File: src/rtl/axi_lite_arbiter.sv
// axi_lite_arbiter: round-robin arbiter passing one AXI-Lite transaction at a time from two masters to one slave port.
module axi_lite_arbiter #(
  parameter int ADDR_WIDTH = 32,
  parameter int DATA_WIDTH = 32
) (
  input  logic                    clk,
  input  logic                    reset,
  input  logic [ADDR_WIDTH-1:0]   m0_awaddr,
  input  logic                    m0_awvalid,
  output logic                    m0_awready,
  input  logic [DATA_WIDTH-1:0]   m0_wdata,
  input  logic [DATA_WIDTH/8-1:0] m0_wmask,
  input  logic                    m0_wvalid,
  output logic                    m0_wready,
  output logic [1:0]              m0_bresp,
  output logic                    m0_bvalid,
  input  logic                    m0_bready,
  input  logic [ADDR_WIDTH-1:0]   m0_araddr,
  input  logic                    m0_arvalid,
  output logic                    m0_arready,
  output logic [DATA_WIDTH-1:0]   m0_rdata,
  output logic [1:0]              m0_rresp,
  output logic                    m0_rvalid,
  input  logic                    m0_rready,
  input  logic [ADDR_WIDTH-1:0]   m1_awaddr,
  input  logic                    m1_awvalid,
  output logic                    m1_awready,
  input  logic [DATA_WIDTH-1:0]   m1_wdata,
  input  logic [DATA_WIDTH/8-1:0] m1_wmask,
  input  logic                    m1_wvalid,
  output logic                    m1_wready,
  output logic [1:0]              m1_bresp,
  output logic                    m1_bvalid,
  input  logic                    m1_bready,
  input  logic [ADDR_WIDTH-1:0]   m1_araddr,
  input  logic                    m1_arvalid,
  output logic                    m1_arready,
  output logic [DATA_WIDTH-1:0]   m1_rdata,
  output logic [1:0]              m1_rresp,
  output logic                    m1_rvalid,
  input  logic                    m1_rready,
  output logic [ADDR_WIDTH-1:0]   s_awaddr,
  output logic                    s_awvalid,
  input  logic                    s_awready,
  output logic [DATA_WIDTH-1:0]   s_wdata,
  output logic [DATA_WIDTH/8-1:0] s_wmask,
  output logic                    s_wvalid,
  input  logic                    s_wready,
  input  logic [1:0]              s_bresp,
  input  logic                    s_bvalid,
  output logic                    s_bready,
  output logic [ADDR_WIDTH-1:0]   s_araddr,
  output logic                    s_arvalid,
  input  logic                    s_arready,
  input  logic [DATA_WIDTH-1:0]   s_rdata,
  input  logic [1:0]              s_rresp,
  input  logic                    s_rvalid,
  output logic                    s_rready
);
  typedef enum logic [2:0] {IDLE, RD_ADDR, RD_DATA, WR_REQ, WR_RESP} state_t;
  state_t state, state_nxt;
  logic grant, last_grant, aw_done, w_done;
  logic req0, req1, win, aw_hs, w_hs, leave_wr;
  logic [ADDR_WIDTH-1:0] g_araddr, g_awaddr;
  logic [DATA_WIDTH-1:0] g_wdata, u_rdata;
  logic [DATA_WIDTH/8-1:0] g_wmask;
  logic g_arvalid, g_awvalid, g_wvalid, g_rready, g_bready;
  logic u_arready, u_awready, u_wready, u_rvalid, u_bvalid;
  logic [1:0] u_rresp, u_bresp;
  assign g_araddr  = grant ? m1_araddr  : m0_araddr;
  assign g_arvalid = grant ? m1_arvalid : m0_arvalid;
  assign g_awaddr  = grant ? m1_awaddr  : m0_awaddr;
  assign g_awvalid = grant ? m1_awvalid : m0_awvalid;
  assign g_wdata   = grant ? m1_wdata   : m0_wdata;
  assign g_wmask   = grant ? m1_wmask   : m0_wmask;
  assign g_wvalid  = grant ? m1_wvalid  : m0_wvalid;
  assign g_rready  = grant ? m1_rready  : m0_rready;
  assign g_bready  = grant ? m1_bready  : m0_bready;
  assign req0 = m0_arvalid | m0_awvalid;
  assign req1 = m1_arvalid | m1_awvalid;
  assign win  = (req0 & req1) ? ~last_grant : req1;
  assign aw_hs = s_awvalid & s_awready;
  assign w_hs  = s_wvalid & s_wready;
  assign leave_wr = (state == WR_REQ) & (aw_done | aw_hs) & (w_done | w_hs);
  always_ff @(posedge clk or negedge reset)
    if (!reset) begin
      state      <= IDLE;
      grant      <= 1'b0;
      last_grant <= 1'b1;
      aw_done    <= 1'b0;
      w_done     <= 1'b0;
    end else begin
      state <= state_nxt;
      if (state == IDLE && (req0 | req1)) begin
        grant      <= win;
        last_grant <= win;
      end
      aw_done <= (state == WR_REQ) & ~leave_wr & (aw_done | aw_hs);
      w_done  <= (state == WR_REQ) & ~leave_wr & (w_done | w_hs);
    end
  always_comb begin
    state_nxt = state;
    case (state)
      IDLE:    if (req0 | req1) state_nxt = (win ? m1_arvalid : m0_arvalid) ? RD_ADDR : WR_REQ;
      RD_ADDR: if (g_arvalid & s_arready) state_nxt = RD_DATA;
      RD_DATA: if (s_rvalid & g_rready) state_nxt = IDLE;
      WR_REQ:  if (leave_wr) state_nxt = WR_RESP;
      WR_RESP: if (s_bvalid & g_bready) state_nxt = IDLE;
      default: state_nxt = IDLE;
    endcase
  end
  // Completed write channels are masked both ways until the state leaves WR_REQ.
  always_comb begin
    s_arvalid = (state == RD_ADDR) & g_arvalid;
    s_araddr  = s_arvalid ? g_araddr : '0;
    s_rready  = (state == RD_DATA) & g_rready;
    s_awvalid = (state == WR_REQ) & ~aw_done & g_awvalid;
    s_awaddr  = s_awvalid ? g_awaddr : '0;
    s_wvalid  = (state == WR_REQ) & ~w_done & g_wvalid;
    s_wdata   = s_wvalid ? g_wdata : '0;
    s_wmask   = s_wvalid ? g_wmask : '0;
    s_bready  = (state == WR_RESP) & g_bready;
    u_arready = (state == RD_ADDR) & s_arready;
    u_rvalid  = (state == RD_DATA) & s_rvalid;
    u_rdata   = (state == RD_DATA) ? s_rdata : '0;
    u_rresp   = (state == RD_DATA) ? s_rresp : 2'b00;
    u_awready = (state == WR_REQ) & ~aw_done & s_awready;
    u_wready  = (state == WR_REQ) & ~w_done & s_wready;
    u_bvalid  = (state == WR_RESP) & s_bvalid;
    u_bresp   = (state == WR_RESP) ? s_bresp : 2'b00;
    m0_arready = ~grant & u_arready;
    m0_rvalid  = ~grant & u_rvalid;
    m0_rdata   = grant ? '0 : u_rdata;
    m0_rresp   = grant ? 2'b00 : u_rresp;
    m0_awready = ~grant & u_awready;
    m0_wready  = ~grant & u_wready;
    m0_bvalid  = ~grant & u_bvalid;
    m0_bresp   = grant ? 2'b00 : u_bresp;
    m1_arready = grant & u_arready;
    m1_rvalid  = grant & u_rvalid;
    m1_rdata   = grant ? u_rdata : '0;
    m1_rresp   = grant ? u_rresp : 2'b00;
    m1_awready = grant & u_awready;
    m1_wready  = grant & u_wready;
    m1_bvalid  = grant & u_bvalid;
    m1_bresp   = grant ? u_bresp : 2'b00;
  end
endmodule

File: config.mk
export PLATFORM = sky130hd
export DESIGN_NAME = axi_lite_arbiter
export DESIGN_NICKNAME = d
export VERILOG_FILES = /design/src/rtl/axi_lite_arbiter.sv
export SDC_FILE = /design/constraint.sdc
export NUM_CORES = 1
export LEC_CHECK = 0
export ABC_AREA = 1
export BUFFER_PORTS_ARGS = -buffer_cell sky130_fd_sc_hd__clkbuf_2
export CAP_MARGIN = 20
export CORE_AREA = 2 2 169 171
export CTS_CLUSTER_SIZE = 28
export DETAILED_ROUTE_END_ITERATION = 10
export DIE_AREA = 0 0 171 173
export PLACE_DENSITY = 0.39
export SLEW_MARGIN = 15
export SYNTH_ARGS = -nofsm -noshare
export SYNTH_HDL_FRONTEND = slang
export SYNTH_SLANG_ARGS = --single-unit
File: constraint.sdc
create_clock -name clk -period 3.8 [get_ports clk]
set_input_delay 0.95 -clock clk [delete_from_list [all_inputs] [get_ports clk]]
set_output_delay 0.95 -clock clk [all_outputs]
set_load 0.03 [all_outputs]
# After elaboration in Yosys (flattened, before gate mapping)
# Cells that the tools add are included.
dict set report word_totals {
  ff_bits 7
  inputBits 253
  out_inout_bits 187
}
dict set report op_classes {
  n_eq_ne 9
  muxes 31
  bitwise_logic 43
  reduce_logical 3
}
# operator n
set op_table {}
lappend op_table {{$mux W32} 9}
lappend op_table {{$and A1 B1 Y1} 33}
lappend op_table {{$mux W3} 5}
lappend op_table {{$pmux W3 S5} 1}
lappend op_table {{$mux W2} 7}
lappend op_table {{$mux W4} 2}
lappend op_table {{$ne A2 B2 Y1 const B} 4}
lappend op_table {{$mux W1} 7}
lappend op_table {{$eq A3 B2 Y1 const B} 2}
lappend op_table {{$not A1 Y1} 5}
lappend op_table {{$or A1 B1 Y1} 5}
lappend op_table {{$reduce_and A5 Y1} 1}
lappend op_table {{$eq A3 B1 Y1 const B} 1}
lappend op_table {{$eq A3 B3 Y1 const B} 1}
lappend op_table {{$logic_not A3 Y1} 1}
lappend op_table {{$ne A2 B1 Y1 const B} 1}
lappend op_table {{$logic_and A1 B1 Y1} 1}

# Logic depth before layout (Yosys ltp)
# Gate-level depths: netlist of run 1.
dict set report logic_depth {
  ltp_word 10
  mapped_depth 11
}

# Worst setup path before layout of run 1
# Ideal clock, no wire load.
dict set report synth_path {
  path_kind {input port to output port}
  start {input m1_arvalid}
  end {output s_araddr[10]}
  t_arrival_ns 2.215
  setup_slack_ns 0.635
  stages 7
  n_path_buf 1
  path_cell_list {inv_1 > nand2_1 > o21ai_0 > nor2_2 > inv_2 > buf_6 > a21oi_1}
}
dict set report synth_between {
  elab_chain_len 3
}
# item line
set synth_lines {}
lappend synth_lines {{from (decl)} 36} ;# input logic m1_arvalid,
lappend synth_lines {{$mux W1} 71} ;# assign g_arvalid = grant ? m1_arvalid : m0_arvalid;
lappend synth_lines {{$and A1 B1 Y1} 114} ;# s_arvalid = (state == RD_ADDR) & g_arvalid;
lappend synth_lines {{named net s_arvalid} 53} ;# output logic s_arvalid,
lappend synth_lines {{$mux W32} 115} ;# s_araddr = s_arvalid ? g_araddr : '0;
lappend synth_lines {{to (decl)} 52} ;# output logic [ADDR_WIDTH-1:0] s_araddr,
# The timed path passes the listed nets, and every way through them passes these cells.

# Worst setup path in the final report of run 1
dict set report layout_path {
  start {input m0_arvalid}
  end {output s_araddr[12]}
}
dict set report layout_between {
  elab_chain_len 3
}
# item line
set layout_lines {}
lappend layout_lines {{from (decl)} 19} ;# input logic m0_arvalid,
lappend layout_lines {{$mux W1} 71}
lappend layout_lines {{$and A1 B1 Y1} 114}
lappend layout_lines {{$mux W32} 115}
# No other way between the ends.

==> impl_results.md, run 1 <==
* Run status: finished clean
* Final Routed Wirelength at 18000 µm
* RSZ-0062 raised after global routing: no
* Total of flip-flops plus latches after synthesis at 7
* Total area of sequential cells at 180 µm²
* Remaining Overflow, GRT at 0
* Cell repeated most along the worst path: sky130_fd_sc_hd__clkbuf_2
* Post-route total power at 3.00 mW
* Maximum number of pins on one net before global-route repair at 78
* Total routing usage reported by global routing at 10.9%
* Critical path fanouts, max at 32
* Register area share after synthesis at 6.17%
* Worst min-delay path category: register to register
* VDD IR max at 0.624 mV
* Count of max-cap constraint violations at 0
* Buffers from clock root to sink, at most at 2
* Number of fillers in the final layout at 3319
* Cell with the largest stage delay on the worst path: sky130_fd_sc_hd__inv_2
* Kind of cell adding the most delay to the critical path: buffers and inverters
* Count of unique library cells instantiated by Yosys at 22
* Endpoint arrival time on the critical path at 2.16 ns
* Height of the die at 173 µm
* Number of warnings reported in the yosys synthesis log at 0
* Routability congestion estimate from global placement at 0.906
* Clock network latency to the later pin of the worst-skew pair at 0.23 ns
* Number of nets in the layout at 1215
* Number of resized instances in the post-cts repair step at 0
* Area taken by multi-input logic gates at 2130 µm²
* First drt pass iteration count at 4
* Wire length of the first global-routing pass at 25900 µm
* Min Hold Slack at 0.470 ns
* Area delta synth->final at 87.9%
* Number of antenna violations at the first check in global routing at 0
* Overall die area at 29600 µm²
* Worst Setup End Kind: output port
* Required arrival time at the worst endpoint at 2.85 ns
* Initial Utilization at 10.3%
* Count of routing violations after the opening detailed-route iteration at 163
* DP HPWL at 15000 µm
* Final critical path time including I/O delays and setup at 3.11 ns
* Clk root buf: sky130_fd_sc_hd__clkbuf_16
* Die W at 171 µm
* Detailed-route vias per instance at 3.77
* Core ar. at 27600 µm²
* Max-slew headroom at 59.4%
* Share of post-route cells with drive strength above 1 at 53.2%
* Maximum achievable frequency at 321 MHz
* TritonCTS clock tree: done
* Setup violation total in the final timing report at 0
* Routed vias at 5045
* Post-CTS setup repair buffer count at 0
* Average routed wire per standard cell at 13.4 µm
* Worst Clk Skew at 0.000366 ns
* Cell Rows at 61
* Clk pin slew, worst setup/hold paths at 0.04 ns
* Average instance area after synthesis at 5.11 µm²
* Post-cts hold buffer count at 0
* Antenna fix cells at 0
* Number of sinks driven by the clock tree at 7
* Setup_tns at 0 ns
* Most common cell after layout, fill and taps aside: sky130_fd_sc_hd__clkbuf_2
* Critical path buffer and inverter count at 3
* Number of CTS-inserted buffers at 3
* Via count of the first global-routing pass at 4791
* Slowest Stage Delay on Critical Path at 0.42 ns
* Most used cells in the layout excluding fill and tap cells: sky130_fd_sc_hd__clkbuf_2 (439), sky130_fd_sc_hd__nand2_1 (232), sky130_fd_sc_hd__nor3_1 (79)
* Quantity of I/O buffers inserted on ports at 439
* Post-synthesis instance area at 2860 µm²
* Post-detailed-route count of antenna-violating nets at 0
* Kind of start point of the critical path: input port
* Post-synth net total at 812
* Core occupancy in the finished layout at 19.4%
* Maximum level of the CTS H-tree at 1
* Final-report max-slew violation count at 0
* Transition at the pin with the smallest max-transition slack at 0.609 ns
* Leakage power at 3.17 nW
* Number of top-level pins at 440
* Share of the clock period used by the worst path after layout at 81.9%
* Final Hold Viols at 0
* Post-route DRC at 0
* Category of the most critical setup path: input port to output port
* Cells traversed along the worst timing path: clkbuf_2, o21ai_0, nor2_2, inv_2, a21oi_1, clkbuf_2
* Synthesized netlist cell count at 559
* Power density relative to cell area at 558 nW/µm²
==> final timing paths <==
check                                        from                      to  slack (ns)  depth (start not counted)
min in group asynchronous                   reset       grant$_DFFE_PN0P_        0.55                          1
min reg2reg                last_grant$_DFFE_PN1P_  last_grant$_DFFE_PN1P_        0.47                          2
max in group asynchronous                   reset  last_grant$_DFFE_PN1P_        3.01                          1
max                                    m0_arvalid            s_araddr[12]        0.69                          6
max reg2reg                     grant$_DFFE_PN0P_    state[0]$_DFFE_PN0P_        2.06                         10
min                        last_grant$_DFFE_PN1P_  last_grant$_DFFE_PN1P_        0.47                          2
==> where the power goes <==
part	leakage, nW	internal (mW)	switching [mW]
clock	0.0382	0.140	0.0393
sequential	0.0876	0.106	0.0609
combinational	3.04	0.666	1.99
total	3.17	0.912	2.09
==> per-layer routing <==
layer	share of wire (%)	vias up	track usage, %
li1	-	2577	-
met1	39	2202	12.6
met2	52	246	21.1
met3	7.6	20	1.69
met4	1.3	0	1.73
met5	0	-	0
==> registers in the layout (all words and copies together), names as in the netlist <==
register    cells
grant           1
state           3
aw_done         1
last_grant      1
w_done          1
==> cell usage after synthesis <==
master                     number  area share, %
sky130_fd_sc_hd__nand3_1        8            1.4
sky130_fd_sc_hd__buf_4          1           0.26
sky130_fd_sc_hd__o21ai_0        6            1.1
sky130_fd_sc_hd__inv_2          3           0.39
sky130_fd_sc_hd__buf_2         17            3.0
sky130_fd_sc_hd__or2_2          2           0.44
sky130_fd_sc_hd__nor2_1        11            1.4
sky130_fd_sc_hd__inv_1         51            6.7
sky130_fd_sc_hd__nor3_1        79             14
sky130_fd_sc_hd__inv_4          2           0.44
sky130_fd_sc_hd__a21oi_2       44             13
sky130_fd_sc_hd__nor2_2         1           0.22
sky130_fd_sc_hd__nor3_2         3            1.1
sky130_fd_sc_hd__nand2_2        3           0.66
sky130_fd_sc_hd__buf_6         17            6.7
sky130_fd_sc_hd__and2_4         2           0.61
sky130_fd_sc_hd__dfrtp_1        6            5.3
sky130_fd_sc_hd__nand2_1      232             30
sky130_fd_sc_hd__a21oi_1       56            9.8
sky130_fd_sc_hd__clkbuf_1      13            1.7
sky130_fd_sc_hd__o21ai_1        1           0.17
sky130_fd_sc_hd__dfstp_2        1           0.92
==> layout make-up <==
class	instances	share of cell area, %
sequential	7	3.36
multi-input combinational	448	39.7
clock buffer	4	1.47
timing repair buffer	446	42.6
inverter	56	4.05
tap	378	8.81
==> cells by family (layout without fill, tap and decap cells) <==
kind of cell / count (synthesis) / count (layout) / share of synthesized area, %
AO/OA/AOI/OAI: 107 / 107 / 24.5
buffers and inverters: 104 / 506 / 19.2
flip-flops: 7 / 7 / 6.17
AND/OR/NAND/NOR: 341 / 341 / 50.1
==> worst min-delay path, cell delays in order (launching register included) <==
cell and delay [ns]:
sky130_fd_sc_hd__dfstp_2 0.36, sky130_fd_sc_hd__nand2_1 0.05, sky130_fd_sc_hd__nand2_1 0.05
==> per-stage QoR <==
step,std cells,worst slack (ns),instance area [µm²]
after floorplan,559,0.635,2860
after global placement,1335,0.742,5290
after detailed placement,1335,0.694,5290
after CTS,1339,0.673,5370
after global routing,1339,0.516,5370
final,1339,0.687,5370
(Power assumes the default switching activity.)
==> inputs of run 2 (changes only) <==
Settings changed: CORE_AREA 2 2 169 171 to 2 2 170 172, DIE_AREA 0 0 171 173 to 0 0 172 174.
Clock period 3.8 ns to 3.16 ns, I/O delays scaled along.
==> impl_results.md, run 2 (synthesis gave the netlist of run 1 again) <==
* Maximum number of pins on one net before global-route repair at 80 (+2.6%)
* Required arrival time at the worst endpoint at 2.37 ns (-0.48 ns)
* Overall die area at 29900 µm² (+1.2%)
* Count of max-cap constraint violations at 0 (unchanged)
* Post-placement setup slack at 0.278 ns (-0.415 ns)
* Wire length of the first global-routing pass at 24300 µm (-6.4%)
* Kind of start point of the critical path: register
* DP HPWL at 14000 µm (-7.1%)
* Worst Setup End Kind: output port
* Count of routing violations after the opening detailed-route iteration at 190 (+17%)
* Max-slew headroom at 53.6% (-5.8 points)
* Routability congestion estimate from global placement at 0.805 (-11%)
* Detailed-route vias per instance at 3.68 (-2.2%)
* Share of post-route cells with drive strength above 1 at 53.2% (unchanged)
* Core ar. at 28200 µm² (+2.2%)
* Height of the die at 174 µm (+0.58%)
* Average routed wire per standard cell at 12.6 µm (-5.8%)
* Number of flip-flops under the largest register name at 3 (unchanged)
* Pint at 1.14 mW (+25%)
* Final Hold Viols at 0 (unchanged)
* RSZ-0062 raised after global routing: no
* Number of fillers in the final layout at 3374 (+1.7%)
* Worst min-delay path category: input port to asynchronous set/reset pin
* Number of antenna violations at the first check in global routing at 0 (unchanged)
* Run status: finished clean
* Final critical path time including I/O delays and setup at 2.90 ns
* Setup_tns at 0 ns (unchanged)
* Most common cell after layout, fill and taps aside: sky130_fd_sc_hd__clkbuf_2
* Post-cts hold buffer count at 0 (unchanged)
* Critical path fanouts, max at 41 (+28%)
* Buffers from clock root to sink, at most at 2 (unchanged)
* Final Routed Wirelength at 17000 µm (-5.4%)
* Power density relative to cell area at 672 nW/µm² (+20%)
* Post-CTS setup repair buffer count at 0 (unchanged)
* Maximum level of the CTS H-tree at 1 (unchanged)
* Initial Utilization at 10.1% (-0.22 points)
* Portion of total power attributed to combinational logic at 89.2% (+0.7 points)
* Post-route setup slack at 0.265 ns (-0.423 ns)
* Switching Fraction at 68.6% (-1.0 points)
* Number of resized instances in the post-cts repair step at 0 (unchanged)
* Antenna fix cells at 0 (unchanged)
* TritonCTS clock tree: done
* Number of sinks driven by the clock tree at 7 (unchanged)
* Setup violation total in the final timing report at 0 (unchanged)
* Clock network latency to the later pin of the worst-skew pair at 0.23 ns (about the same)
* Category of the most critical setup path: register to output port
* Quantity of I/O buffers inserted on ports at 439 (unchanged)
* Maximum achievable frequency at 345 MHz
* Remaining Overflow, GRT at 0 (unchanged)
* Area delta synth->final at 89.1%
* Cell Rows at 62 (+1.6%)
* Number of nets in the layout at 1215 (unchanged)
* Die W at 172 µm (+0.58%)
* Clk pin slew, worst setup/hold paths at 0.04 ns (about the same)
* Total routing usage reported by global routing at 10.0% (-0.88 points)
* First drt pass iteration count at 4 (unchanged)
* Post-route DRC at 0 (unchanged)
* Number of CTS-inserted buffers at 3 (unchanged)
* Transition at the pin with the smallest max-transition slack at 0.695 ns (+0.0860 ns)
* Leakage power at 3.17 nW (+0.29%)
* Endpoint arrival time on the critical path at 2.11 ns (-0.05 ns)
* Share of the clock period used by the worst path after layout at 91.6%
* Largest Register: state
* Worst Clk Skew at 0.00144 ns (+0.00108 ns)
* Post-detailed-route count of antenna-violating nets at 0 (unchanged)
* Final-report max-slew violation count at 0 (unchanged)
* Net Switching at 2.49 mW (+19%)
* VDD IR max at 0.542 mV (-13%)
* Part of the power in the clock network at 6.0% (about the same)
* Relative contribution of sequential cells to total power at 4.8% (-0.8 points)
* Reg2Reg Setup Slack at 1.33 ns (-0.73 ns)
* Most used cells in the layout excluding fill and tap cells: sky130_fd_sc_hd__clkbuf_2 (439), sky130_fd_sc_hd__nand2_1 (232), sky130_fd_sc_hd__nor3_1 (79)
* Via count of the first global-routing pass at 4531 (-5.4%)
* Clk root buf: sky130_fd_sc_hd__clkbuf_16
* Number of top-level pins at 440 (unchanged)
* Routed vias at 4955 (-1.8%)
## run 2: cell counts in the layout (fill, tap and decap cells not counted)
Identical to the previous run, type by type.
## run 2: final cells by class
| class | instances | area [µm²] | share of cell area (%) |
|---|---|---|---|
| inverter | 56 | 218 | 4.03 |
| tap | 384 | 480 | 8.89 |
| multi-input combinational | 448 | 2130 | 39.5 |
| timing repair buffer | 446 | 2310 | 42.8 |
| clock buffer | 4 | 78.8 | 1.46 |
| sequential | 7 | 180 | 3.33 |
## run 2: power groups by stage
stage	logic (mW)	registers (mW)	clock network [mW]
floorplan	2.44	0.146	0
global placement	3.29	0.177	0
detailed placement	3.27	0.178	0
CTS	3.28	0.177	0.221
global route	3.54	0.182	0.225
finish	3.24	0.175	0.218
## run 2: worst max-delay path, stage by stage, from the launching register on
cell                       delay (ns)
sky130_fd_sc_hd__dfrtp_1         0.47
sky130_fd_sc_hd__nor3_1          0.35
sky130_fd_sc_hd__inv_2           0.35
sky130_fd_sc_hd__buf_12          0.27
sky130_fd_sc_hd__nor3_1          0.17
sky130_fd_sc_hd__clkbuf_2        0.24
## run 2: path summary, 6_finish.rpt
path / startpoint / to / depth (start not counted)
min in group clk: last_grant$_DFFE_PN1P_ / last_grant$_DFFE_PN1P_ / 2
worst max-delay path: state[2]$_DFFE_PN0P_ / m0_rdata[31] / 5
worst min-delay path: reset / state[1]$_DFFE_PN0P_ / 1
worst min register to register: last_grant$_DFFE_PN1P_ / last_grant$_DFFE_PN1P_ / 2
max in group asynchronous: reset / last_grant$_DFFE_PN1P_ / 1
worst max register to register: grant$_DFFE_PN0P_ / state[0]$_DFFE_PN0P_ / 8
## run 2: metrics by stage
step | util (%) | cells | hold slack (ns) | total power, mW | instance area (µm²)
5_1_grt | 19.1 | 1345 | 0.415 | 3.95 | 5400
3_5_place_dp | 18.9 | 1341 | 0.455 | 3.45 | 5320
4_1_cts | 19.1 | 1345 | 0.400 | 3.67 | 5400
6_report | 19.1 | 1345 | 0.398 | 3.63 | 5400
3_3_place_gp | 18.9 | 1341 | 0.455 | 3.46 | 5320
2_1_floorplan | - | 559 | 0.444 | 2.58 | 2860
## run 2: per-layer routing
layer | vias to the layer above | routed length, µm | track usage (%)
met5 | - | 0 | 0
met4 | 0 | 228 | 1.72
met3 | 16 | 1140 | 0.888
met2 | 196 | 8730 | 19.6
met1 | 2166 | 6910 | 11.8
li1 | 2577 | - | -
==> inputs of run 3 (changes only) <==
Settings changed: RECOVER_POWER from default to 50.
==> impl_results.md, run 3 (synthesis gave the netlist of run 1 again) <==
* Count of max-cap constraint violations at 0 (unchanged)
* Worst Clk Skew at 0.00138 ns (-0.0000624 ns)
* Most common cell after layout, fill and taps aside: sky130_fd_sc_hd__clkbuf_2
* Required arrival time at the worst endpoint at 2.37 ns (about the same)
* Max-slew headroom at 53.7% (+0.13 points)
* Worst Setup End Kind: output port
* Post-detailed-route count of antenna-violating nets at 0 (unchanged)
* Final-report max-slew violation count at 0 (unchanged)
* Leakage power at 2.89 nW (-9.0%)
* Final Routed Wirelength at 17100 µm (+0.67%)
* Quantity of I/O buffers inserted on ports at 439 (unchanged)
* Via count of the first global-routing pass at 4531 (unchanged)
* TritonCTS clock tree: done
* Post-placement setup slack at 0.278 ns (unchanged)
* VDD IR max at 0.542 mV (about the same)
* Global Route met1 Usage at 11.8% (unchanged)
* Overall die area at 29900 µm² (unchanged)
* Number of nets in the layout at 1215 (unchanged)
* Maximum achievable frequency at 345 MHz (-0.24%)
* Share of post-route cells with drive strength above 1 at 44.2% (-8.9 points)
* Maximum level of the CTS H-tree at 1 (unchanged)
* Number of flip-flops under the largest register name at 3 (unchanged)
* Kind of start point of the critical path: register
* Core occupancy in the finished layout at 18.7% (-0.42 points)
* Height of the die at 174 µm (unchanged)
* Remaining Overflow, GRT at 0 (unchanged)
* Largest Register: state
* Routed vias at 4980 (+0.50%)
* Initial Utilization at 10.1% (unchanged)
* Post-route DRC at 0 (unchanged)
* First drt pass iteration count at 4 (unchanged)
* Number of top-level pins at 440 (unchanged)
* Transition at the pin with the smallest max-transition slack at 0.693 ns (-0.00189 ns)
* Most used cells in the layout excluding fill and tap cells: sky130_fd_sc_hd__clkbuf_2 (357), sky130_fd_sc_hd__nand2_1 (233), sky130_fd_sc_hd__clkbuf_1 (83)
* Run status: finished clean
* Number of antenna violations at the first check in global routing at 0 (unchanged)
* Area delta synth->final at 84.9%
* Buffers from clock root to sink, at most at 2 (unchanged)
* Grt peak-use layer: met2
* Clock network latency to the later pin of the worst-skew pair at 0.23 ns (about the same)
* Detailed-route vias per instance at 3.70 (+0.50%)
* Post-cts hold buffer count at 0 (unchanged)
* Number of resized instances in the post-cts repair step at 0 (unchanged)
* Number of CTS-inserted buffers at 3 (unchanged)
* Worst min-delay path category: register to register
* Clk pin slew, worst setup/hold paths at 0.03 ns (about the same)
* Clk root buf: sky130_fd_sc_hd__clkbuf_16
* Maximum number of pins on one net before global-route repair at 80 (unchanged)
* Post-CTS setup repair buffer count at 0 (unchanged)
* DP HPWL at 14000 µm (unchanged)
* Cell Rows at 62 (unchanged)
* Critical path fanouts, max at 36 (-12%)
* Antenna fix cells at 0 (unchanged)
* Core ar. at 28200 µm² (unchanged)
* Endpoint arrival time on the critical path at 2.11 ns (about the same)
* Final Hold Viols at 0 (unchanged)
* GR Layer Usage met3 at 0.888% (unchanged)
* GRT met2 Usage at 19.6% (unchanged)
* Share of the clock period used by the worst path after layout at 91.8% (+0.22 points)
* Setup_tns at 0 ns (unchanged)
* Count of routing violations after the opening detailed-route iteration at 176 (-7.4%)
* Total routing usage reported by global routing at 10.0% (unchanged)
* Category of the most critical setup path: register to output port
* Final critical path time including I/O delays and setup at 2.90 ns (+0.00692 ns)
* Setup violation total in the final timing report at 0 (unchanged)
* Wire length of the first global-routing pass at 24300 µm (unchanged)
* Number of sinks driven by the clock tree at 7 (unchanged)
* Average routed wire per standard cell at 12.7 µm (+0.67%)
* Routability congestion estimate from global placement at 0.805 (unchanged)
* Power density relative to cell area at 679 nW/µm² (+1.1%)
* RSZ-0062 raised after global routing: no
* Post-route setup slack at 0.258 ns (-0.00692 ns)
* Die W at 172 µm (unchanged)
-- run 3: area by class of cell --
cell class	instances	area (µm²)
clock buffers	4	78.8
well taps	384	480
multi-input cells	448	2120
fillers	3415	23000
inverters	56	218
repair buffers	446	2210
flip-flops and latches	7	176
-- run 3: through the flow --
step	hold slack [ns]	area, µm²	cells	power, mW
detailed placement	0.455	5320	1341	3.45
global route	0.472	5280	1345	3.90
global placement	0.455	5320	1341	3.46
CTS	0.400	5400	1345	3.67
floorplan	0.444	2860	559	2.58
finish	0.460	5280	1345	3.59
-- run 3: routing by layer --
metal / vias to the layer above / wire length (µm) / part of all wire (%)
met5: - / 0 / 0
met4: 0 / 228 / 1.3
met3: 16 / 1130 / 6.6
met2: 198 / 8780 / 51
met1: 2187 / 6990 / 41
li1: 2579 / - / -
-- run 3: worst paths after layout --
| check | startpoint | to | slack (ns) | cells past startpoint |
|---|---|---|---|---|
| max | state[0]$_DFFE_PN0P_ | s_wdata[12] | 0.26 | 6 |
| min | last_grant$_DFFE_PN1P_ | last_grant$_DFFE_PN1P_ | 0.46 | 2 |
| max reg2reg | grant$_DFFE_PN0P_ | state[0]$_DFFE_PN0P_ | 1.20 | 8 |
| min reg2reg | last_grant$_DFFE_PN1P_ | last_grant$_DFFE_PN1P_ | 0.46 | 2 |
| max in group asynchronous | reset | last_grant$_DFFE_PN1P_ | 2.35 | 1 |
| min in group asynchronous | reset | state[1]$_DFFE_PN0P_ | 0.47 | 1 |
-- run 3: power breakdown --
group / internal [mW] / switching (mW) / total (mW) / leakage, nW
Clock: 0.168 / 0.0506 / 0.219 / 0.0382
Sequential: 0.123 / 0.0475 / 0.170 / 0.0887
Combinational: 0.806 / 2.39 / 3.20 / 2.76
-- run 3: critical path, cell delays in order, from the launching register on --
cell                       delay, ns
sky130_fd_sc_hd__dfrtp_1        0.46
sky130_fd_sc_hd__nand2_2        0.12
sky130_fd_sc_hd__nor3_1         0.28
sky130_fd_sc_hd__and2_4         0.23
sky130_fd_sc_hd__inv_4          0.15
sky130_fd_sc_hd__a21oi_2        0.19
sky130_fd_sc_hd__clkbuf_1       0.35
